### config.mk
export PLATFORM = sky130hd
export DESIGN_NAME = alu_arbiter
export DESIGN_NICKNAME = d
export VERILOG_FILES = /design/src/rtl/alu_pkg.sv /design/src/rtl/alu_arbiter_alu.sv /design/src/rtl/alu_arbiter.sv
export SDC_FILE = /design/constraint.sdc
export NUM_CORES = 2
export LEC_CHECK = 0
export BUFFER_PORTS_ARGS = -buffer_cell sky130_fd_sc_hd__buf_2
export CORE_MARGIN = 5
export CORE_UTILIZATION = 30
export CTS_CLUSTER_DIAMETER = 120
export CTS_CLUSTER_SIZE = 14
export DETAILED_ROUTE_END_ITERATION = 8
export PLACE_DENSITY = 0.56
export SLEW_MARGIN = 20
export SYNTH_ARGS = -nofsm -noshare
export SYNTH_HDL_FRONTEND = slang
export SYNTH_SLANG_ARGS = --single-unit
### constraint.sdc
create_clock -name clk_i -period 13.6 [get_ports clk_i]
set_input_delay 2.72 -clock clk_i [delete_from_list [all_inputs] [get_ports clk_i]]
set_output_delay 2.72 -clock clk_i [all_outputs]
set_load 0.005 [all_outputs]
### src/rtl/alu_pkg.sv
// Shared definitions for the ALU arbiter: op encodings, FSM state encoding and
// the datapath width.
package alu_pkg;

  localparam int unsigned DATA_W = 32;

  typedef enum logic [2:0] {
    OP_ADD = 3'b000,
    OP_SUB = 3'b001,
    OP_AND = 3'b010,
    OP_OR  = 3'b011,
    OP_MUL = 3'b100
  } alu_op_e;

  typedef enum logic [1:0] {
    ST_IDLE = 2'b00,
    ST_EXEC = 2'b01,
    ST_DONE = 2'b10
  } state_e;

  function automatic logic is_mul(input logic [2:0] op);
    return (op == OP_MUL);
  endfunction

endpackage

### src/rtl/alu_arbiter_alu.sv
// Combinational 32-bit ALU: add/sub/and/or/mul, results wrap modulo 2^32,
// undefined opcodes produce zero.
import alu_pkg::*;

module alu_arbiter_alu (
  input  logic [2:0]        op_i,
  input  logic [DATA_W-1:0] a_i,
  input  logic [DATA_W-1:0] b_i,
  output logic [DATA_W-1:0] res_o
);

  // Result selection by opcode
  always_comb begin
    case (op_i)
      OP_ADD:  res_o = a_i + b_i;
      OP_SUB:  res_o = a_i - b_i;
      OP_AND:  res_o = a_i & b_i;
      OP_OR:   res_o = a_i | b_i;
      OP_MUL:  res_o = a_i * b_i;
      default: res_o = {DATA_W{1'b0}};
    endcase
  end

endmodule

### src/rtl/alu_arbiter.sv
// Two-requester arbiter in front of a shared ALU, one transaction in flight.
// Define ALU_ARB_RR_EN for round-robin arbitration; default is fixed priority to requester 0.
import alu_pkg::*;

module alu_arbiter #(
  parameter int unsigned MUL_CYCLES = 2
) (
  input  logic              clk_i,
  input  logic              rst_i,
  input  logic              req0_i,
  input  logic              req1_i,
  input  logic [2:0]        op0_i,
  input  logic [2:0]        op1_i,
  input  logic [DATA_W-1:0] a0_i,
  input  logic [DATA_W-1:0] b0_i,
  input  logic [DATA_W-1:0] a1_i,
  input  logic [DATA_W-1:0] b1_i,
  output logic              gnt0_o,
  output logic              gnt1_o,
  output logic [DATA_W-1:0] data_o,
  output logic              valid_o,
  output logic              id_o,
  input  logic              ack_i
);

  localparam logic [3:0] MUL_LOAD = 4'(MUL_CYCLES - 1);

  state_e              state_q, state_d;
  logic [3:0]          cnt_q, cnt_d;
  logic [2:0]          op_q, op_d;
  logic [DATA_W-1:0]   a_q, a_d, b_q, b_d;
  logic                win_q, win_d;
  logic                gnt0_q, gnt0_d, gnt1_q, gnt1_d;
  logic                valid_q, valid_d, id_q, id_d;
  logic [DATA_W-1:0]   data_q, data_d;

  logic                accept_s, pick_s, exec_done_s;
  logic [2:0]          sel_op_s;
  logic [DATA_W-1:0]   sel_a_s, sel_b_s, alu_res_s;

  assign accept_s    = (state_q == ST_IDLE) && (req0_i || req1_i);
  assign exec_done_s = (state_q == ST_EXEC) && (cnt_q == 4'd0);
  assign sel_op_s    = pick_s ? op1_i : op0_i;
  assign sel_a_s     = pick_s ? a1_i  : a0_i;
  assign sel_b_s     = pick_s ? b1_i  : b0_i;

`ifdef ALU_ARB_RR_EN
  logic last_q, last_d;

  // Winner selection: contention goes to the requester that did not win last
  always_comb begin
    if (req0_i && req1_i) begin
      pick_s = ~last_q;
    end else if (req1_i) begin
      pick_s = 1'b1;
    end else begin
      pick_s = 1'b0;
    end
  end

  // Last-winner next value
  always_comb begin
    if (accept_s) begin
      last_d = pick_s;
    end else begin
      last_d = last_q;
    end
  end

  // Last-winner register; reset to 1 so requester 0 wins the first contention
  always_ff @(posedge clk_i or posedge rst_i) begin
    if (rst_i) begin
      last_q <= 1'b1;
    end else begin
      last_q <= last_d;
    end
  end
`else
  // Winner selection: requester 0 always has priority
  always_comb begin
    if (req0_i) begin
      pick_s = 1'b0;
    end else begin
      pick_s = req1_i;
    end
  end
`endif

  // FSM state and EXEC down-counter registers
  always_ff @(posedge clk_i or posedge rst_i) begin
    if (rst_i) begin
      state_q <= ST_IDLE;
      cnt_q   <= 4'd0;
    end else begin
      state_q <= state_d;
      cnt_q   <= cnt_d;
    end
  end

  // FSM next state; the counter holds the remaining EXEC cycles minus one
  always_comb begin
    state_d = state_q;
    cnt_d   = cnt_q;
    case (state_q)
      ST_IDLE: begin
        if (accept_s) begin
          state_d = ST_EXEC;
          cnt_d   = is_mul(sel_op_s) ? MUL_LOAD : 4'd0;
        end else begin
          state_d = ST_IDLE;
        end
      end
      ST_EXEC: begin
        if (cnt_q == 4'd0) begin
          state_d = ST_DONE;
        end else begin
          cnt_d = cnt_q - 4'd1;
        end
      end
      ST_DONE: begin
        if (ack_i) begin
          state_d = ST_IDLE;
        end else begin
          state_d = ST_DONE;
        end
      end
      default: begin
        state_d = ST_IDLE;
        cnt_d   = 4'd0;
      end
    endcase
  end

  // FSM outputs and operand capture, computed one cycle ahead of the registers
  always_comb begin
    gnt0_d  = 1'b0;
    gnt1_d  = 1'b0;
    op_d    = op_q;
    a_d     = a_q;
    b_d     = b_q;
    win_d   = win_q;
    valid_d = valid_q;
    id_d    = id_q;
    data_d  = data_q;
    if (accept_s) begin
      op_d   = sel_op_s;
      a_d    = sel_a_s;
      b_d    = sel_b_s;
      win_d  = pick_s;
      gnt0_d = ~pick_s;
      gnt1_d = pick_s;
    end else begin
      win_d = win_q;
    end
    if (exec_done_s) begin
      data_d  = alu_res_s;
      valid_d = 1'b1;
      id_d    = win_q;
    end else if ((state_q == ST_DONE) && ack_i) begin
      valid_d = 1'b0;
    end else begin
      valid_d = valid_q;
    end
  end

  // Output and latched-operand registers
  always_ff @(posedge clk_i or posedge rst_i) begin
    if (rst_i) begin
      gnt0_q  <= 1'b0;
      gnt1_q  <= 1'b0;
      op_q    <= 3'b000;
      a_q     <= {DATA_W{1'b0}};
      b_q     <= {DATA_W{1'b0}};
      win_q   <= 1'b0;
      valid_q <= 1'b0;
      id_q    <= 1'b0;
      data_q  <= {DATA_W{1'b0}};
    end else begin
      gnt0_q  <= gnt0_d;
      gnt1_q  <= gnt1_d;
      op_q    <= op_d;
      a_q     <= a_d;
      b_q     <= b_d;
      win_q   <= win_d;
      valid_q <= valid_d;
      id_q    <= id_d;
      data_q  <= data_d;
    end
  end

  alu_arbiter_alu u_alu (
    .op_i  (op_q),
    .a_i   (a_q),
    .b_i   (b_q),
    .res_o (alu_res_s)
  );

  assign gnt0_o  = gnt0_q;
  assign gnt1_o  = gnt1_q;
  assign data_o  = data_q;
  assign valid_o = valid_q;
  assign id_o    = id_q;

endmodule

After elaboration in Yosys (flattened, before gate mapping) --
Cells that the tools add are included.
Operators by class: multipliers 1, order comparisons 0, shifts and indexed selects 0, mux-type cells 17, equality and inequality tests 10, divide/modulo/power cells 0, add/subtract/negate cells 3, reduce and logical (&&, ||, !) cells 9, bitwise operators 4
Operators with widths (number):
- $pmux W32 S5 | 1
- $mux W32 | 2
- $add A32 B32 Y32 | 1
- $and A32 B32 Y32 | 1
- $mul A32 B32 Y32 | 1
- $or A32 B32 Y32 | 1
- $sub A32 B32 Y32 | 1
- $pmux W4 S3 | 1
- $mux W4 | 2
- $mux W1 | 7
- $eq A3 B2 Y1 const B | 2
- $eq A3 B3 Y1 const B | 2
- $pmux W2 S3 | 1
- $logic_not A4 Y1 | 1
- $mux W2 | 2
- $ne A2 B2 Y1 const B | 2
- $sub A4 B1 Y4 const B | 1
- $eq A3 B1 Y1 const B | 1
- $logic_and A1 B1 Y1 | 3
- $logic_not A3 Y1 | 1
- $mux W3 | 1
- $reduce_and A3 Y1 | 1
- $eq A2 B1 Y1 const B | 1
- $eq A2 B2 Y1 const B | 1
- other kinds (5) | 6
Word-level totals: latch bits 0, input port bits 139, flip-flop bits (word level) 110, memories kept 0, RAM bits 0, word-level logic and storage cells 55, bits in read-only memories 0

Longest topological paths before layout --
depth after elaboration 6, mapped depth 27

Cells and area by module --
Synthesis repeated with hierarchy kept, for this count alone.
Second synthesis, totals: cells, all modules 2533, area total of the unflattened synthesis 23388.7 sq um
Modules (own cells, without submodules):
- alu_arbiter_alu | instances 1, cells each 2186, sequential area each 0.0 sq um, area an instance 18719.2 sq um
- alu_arbiter | instances 1, cells each 347, sequential area each 2752.6 sq um, area an instance 4669.5 sq um

Worst setup path before layout --
Ideal clock, no wire load.
path kind register to register, from register b_q[5], to register data_q[25], in the netlist data_o[25], period minus slack after synthesis 7155 ps, path slack 6445 ps, required time 13462 ps, setup time 138 ps, cell stages (with the launch flop) 25, arrival time 7017 ps, cells stage by stage dfrtp_1 > clkbuf_1 > clkbuf_1 > and2_1 > fa_1 > fa_1 > fa_1 > inv_1 > fa_1 > inv_1 > fa_1 > inv_1 > fa_1 > inv_1 > fa_1 > fa_1 > ha_1 > nand3_1 > or3b_2 > o21ai_0 > o21ai_1 > o21ai_0 > xor2_1 > a222oi_1 > o21ai_0
On the way: cells in the longest elaborated chain, start to end 2
RTL lines:
- start: declaration | line alu_arbiter.sv:31 | logic [DATA_W-1:0] a_q, a_d, b_q, b_d;
- start signal: assignment | line alu_arbiter.sv:173 | b_q <= {DATA_W{1'b0}};
- $mul A32 B32 Y32 (tied with other cells) | line alu_arbiter_alu.sv:19 | OP_MUL: res_o = a_i * b_i;
- $pmux W32 S5 * | line alu_arbiter_alu.sv:14 | case (op_i)
- end signal: assignment | line alu_arbiter.sv:177 | data_q <= {DATA_W{1'b0}};
- end signal: assignment | line alu_arbiter.sv:187 | data_q <= data_d;
- end: declaration | line alu_arbiter.sv:35 | logic [DATA_W-1:0] data_q, data_d;
Mark *: on every way between the ends. The rest lies on a longest branch, timed or not. A chain may end at the register's enable or synchronous reset.

Final worst setup path --
from register a_q[11], to register data_q[25], in the netlist data_o[25]
On the way: cells in the longest elaborated chain, start to end 2
RTL lines:
- start: declaration | line alu_arbiter.sv:31
- start signal: assignment | line alu_arbiter.sv:172 | a_q <= {DATA_W{1'b0}};
- $mul A32 B32 Y32 (tied with other cells) | line alu_arbiter_alu.sv:19
- $pmux W32 S5 * | line alu_arbiter_alu.sv:14
Marked as above.

==> flow_metrics.env <==
export IMPL_ff2ff_setup_slack_ps=5600
export IMPL_hold_class="reg -> reg"
export IMPL_synth_nets=3331
export IMPL_clock_skew_ps=23.9
export IMPL_synth_edf_count=0
export IMPL_fp_dieH_um=289
export IMPL_fin_area_um2=25600
export IMPL_worstSkewPairLatency_ps=400
export IMPL_crit_top_cell="fa_1"
export IMPL_critPathKind="reg -> reg"
export IMPL_synthAdderAreaFrac_pct=44.2
export IMPL_drt_pre_antenna_iters=9
export IMPL_synthFlopType="dfrtp_1"
export IMPL_path_buf_inv=4
export IMPL_grt_usage_pct=18.5
export IMPL_numClockSinks=110
export IMPL_antenna_found_initial=2
export IMPL_async_flop_share_pct=100
export IMPL_hold_ws_ps=486
export IMPL_io_buffers=174
export IMPL_h_tree_depth=3
export IMPL_ys_seq_area_share_pct=11.8
export IMPL_start_kind="flip-flop"
export IMPL_slew_viol_final=0
export IMPL_finalSetupViolCount=0
export IMPL_cts_root_buf="clkbuf_16"
export IMPL_hpwl_um=57400
export IMPL_post_cts_resize_count=0
export IMPL_regToRegStartpoint="a_q[11]"
export IMPL_avgRoutedWirePerCell_um=20.4
export IMPL_status="completed"
export IMPL_syn_to_final_growth_pct=9.38
export IMPL_syn_area_per_cell_um2=8.91
export IMPL_final_setup_tns_ps=0
export IMPL_grt_first_pass_wirelength_um=119000
export IMPL_synth_area_top_cells="fa_1, dfrtp_1, ha_1"
export IMPL_hold_violations=0
export IMPL_synthDominantCellAreaShare_pct=35.0
export IMPL_synth_area_mux_share_pct=0.428
export IMPL_synth_xor_area_share_pct=5.27
export IMPL_synth_top_area_cell="fa_1"
export IMPL_r2r_end="data_o[25]"
export IMPL_cts_buffers=9
export IMPL_vias=18682
export IMPL_fin_crit_sh_pct=58.8
export IMPL_route_detailed_drc=0
export IMPL_die_area_um2=83700
export IMPL_synth_cell_area_um2=23400
export IMPL_fmax_ghz=0.125
export IMPL_crit_chain="and2_1 > fa_1 > fa_1 > fa_1 > inv_1 > fa_1 > inv_1 > fa_1 > inv_1 > fa_1 > inv_1 > fa_1 > fa_1 > ha_1 > nand3_1 > or3b_2 > o21ai_0 > o21ai_1 > o21ai_0 > xor2_1 > a222oi_1 > o21ai_0"
export IMPL_crit_required_ps=13870
export IMPL_synth_cell_type_count=69
export IMPL_synth_simple_gate_area_share_pct=17.3
export IMPL_critPathMaxFanout=25
export IMPL_grt_overflow_total=0
export IMPL_grt_max_degree=73
export IMPL_slew_headroom_pct=26.1
export IMPL_endpoint_kind="flip-flop"
export IMPL_die_w_um=289
export IMPL_crit_family="adder cells"
export IMPL_worst_pin_slew_ps=1110
export IMPL_yosys_warnings=0
export IMPL_cts_buffer_depth=2
export IMPL_ys_seq_elements=110
export IMPL_ios=175
export IMPL_cts_setup_buffers=0
export IMPL_place_area_um2=25300
export IMPL_min_period_ps=8000
export IMPL_synth_top_family_by_area="adder cells"
export IMPL_via_per_inst=5.01
export IMPL_drv_cap=0
export IMPL_initial_utilization_pct=30.2
export IMPL_endpoint="data_o[25]"
export IMPL_fp_row_count=102
export IMPL_drtIter0Drc=1577
export IMPL_layout_nets=3388
export IMPL_rsz0062_at_grt="no"
export IMPL_crit_start="a_q[11]"
export IMPL_holdBufCountCts=0
export IMPL_synthCells=2625
export IMPL_drt_total_wl_um=75900
export IMPL_cpPeakStageDelay_ps=1020
export IMPL_layout_drive_gt1_share_pct=9.71
export IMPL_synth_compound_area_share_pct=10.8
export IMPL_cp_arrival_ps=8270
export IMPL_first_global_vias=19604
export IMPL_cp_slowest_cell="dfrtp_1"
export IMPL_r2r_cells=22
export IMPL_ant_nets=0
export IMPL_clkSlewWorstSetupHoldPaths_ps=100
export IMPL_path_depth=22
export IMPL_cts_tree="done"
export IMPL_core_um2=77300
export IMPL_gp_congestion=0.920
export IMPL_fillers=8231
==> placed cells by master, fill, tap and decap left out, types with 4 or more instances in the layout <==
cell,Yosys,layout
a211oi_1,11,11
a21o_1,24,24
a21oi_1,76,76
a221oi_1,10,10
a222oi_1,70,70
a22oi_1,6,6
a31oi_1,19,19
and2_1,310,310
and3_1,4,4
buf_2,3,174
buf_4,0,43
clkbuf_16,0,9
dfrtp_1,110,110
fa_1,409,409
ha_1,158,158
inv_1,462,461
maj3_1,17,17
mux2i_1,10,10
nand2_1,303,303
nand2b_1,15,15
nand3_1,12,11
nand3b_1,4,4
nor2_1,68,66
nor2b_1,11,11
nor3_1,25,25
o211ai_1,7,7
o21a_1,12,12
o21ai_0,78,78
o21bai_1,6,6
o221ai_1,4,4
o22ai_1,5,5
o31ai_1,12,12
or2_2,5,5
xnor2_1,96,96
xor2_1,43,43
==> routing by layer <==
layer / GRT usage (%) / vias to the layer above / part of all wire, %
met5: 0 / - / 0
met1: 25.6 / 9460 / 44
li1: - / 8377 / -
met3: 3.50 / 131 / 7.8
met2: 29.3 / 714 / 45
met4: 5.75 / 0 / 3.8
==> sequential cells by signal, summed over array words and instances (netlist names) <==
name,flops
valid_o,1
win_q,1
b_q,32
id_o,1
state_q,2
gnt0_o,1
data_o,32
op_q,3
cnt_q,4
gnt1_o,1
a_q,32
==> area by class of cell <==
cell class / count / area, um2 / share of cell area (%)
tap: 1040 / 1300 / 5.09
timing repair buffer: 218 / 1200 / 4.71
multi-input combinational: 1881 / 18300 / 71.4
inverter: 462 / 1740 / 6.79
clock buffer: 9 / 225 / 0.880
sequential: 110 / 2750 / 10.8
clock inverter: 7 / 90.1 / 0.352
antenna: 2 / 5.00 / 0.0196
==> worst min-delay path: stages (launching register included) <==
cell and delay (ps):
dfrtp_1 350, nand2_1 40, o21ai_0 60
==> cell families (layout without fill, tap and decap cells) <==
group,after synthesis,count (layout)
buffers and inverters,634,696
AOI/OAI and AO/OA,362,362
muxes,10,10
and+or+nand+nor,785,785
other,0,2
adders and majority gates,584,584
xor gates and xnor gates,140,140
DFF,110,110
==> worst min path at each step <==
| stage | start | end | slack [ps] | cells after the start |
|---|---|---|---|---|
| finish | data_o[1] | data_o[1] | 490 | 2 |
| global route | data_o[6] | data_o[6] | 500 | 2 |
| CTS | data_o[13] | data_o[13] | 490 | 2 |
| detailed placement | data_o[13] | data_o[13] | 470 | 2 |
| global placement | data_o[1] | data_o[1] | 460 | 2 |
| floorplan | win_q | id_o | 440 | 2 |
==> stage by stage <==
step	setup WS (ps)	std cells	util (%)
detailed placement	5710	3711	32.7
finish	5600	3729	33.1
CTS	5720	3727	33.1
global placement	5790	3711	32.7
global route	5240	3727	33.1
floorplan	6440	2625	-
==> cell usage after synthesis, types with 17 or more instances <==
master and number:
clkbuf_1 165, o21ai_0 78, nor3_1 25, maj3_1 17, fa_1 409, xnor2_1 96
nand2_1 303, a31oi_1 19, a21o_1 24, nor2_1 68, inv_1 462, and2_1 310
a21oi_1 76, a222oi_1 70, ha_1 158, xor2_1 43, dfrtp_1 110
Power is left out: the tool's default activity adds up to more than one toggle a clock period on the data nets, which glitch-free logic cannot reach.
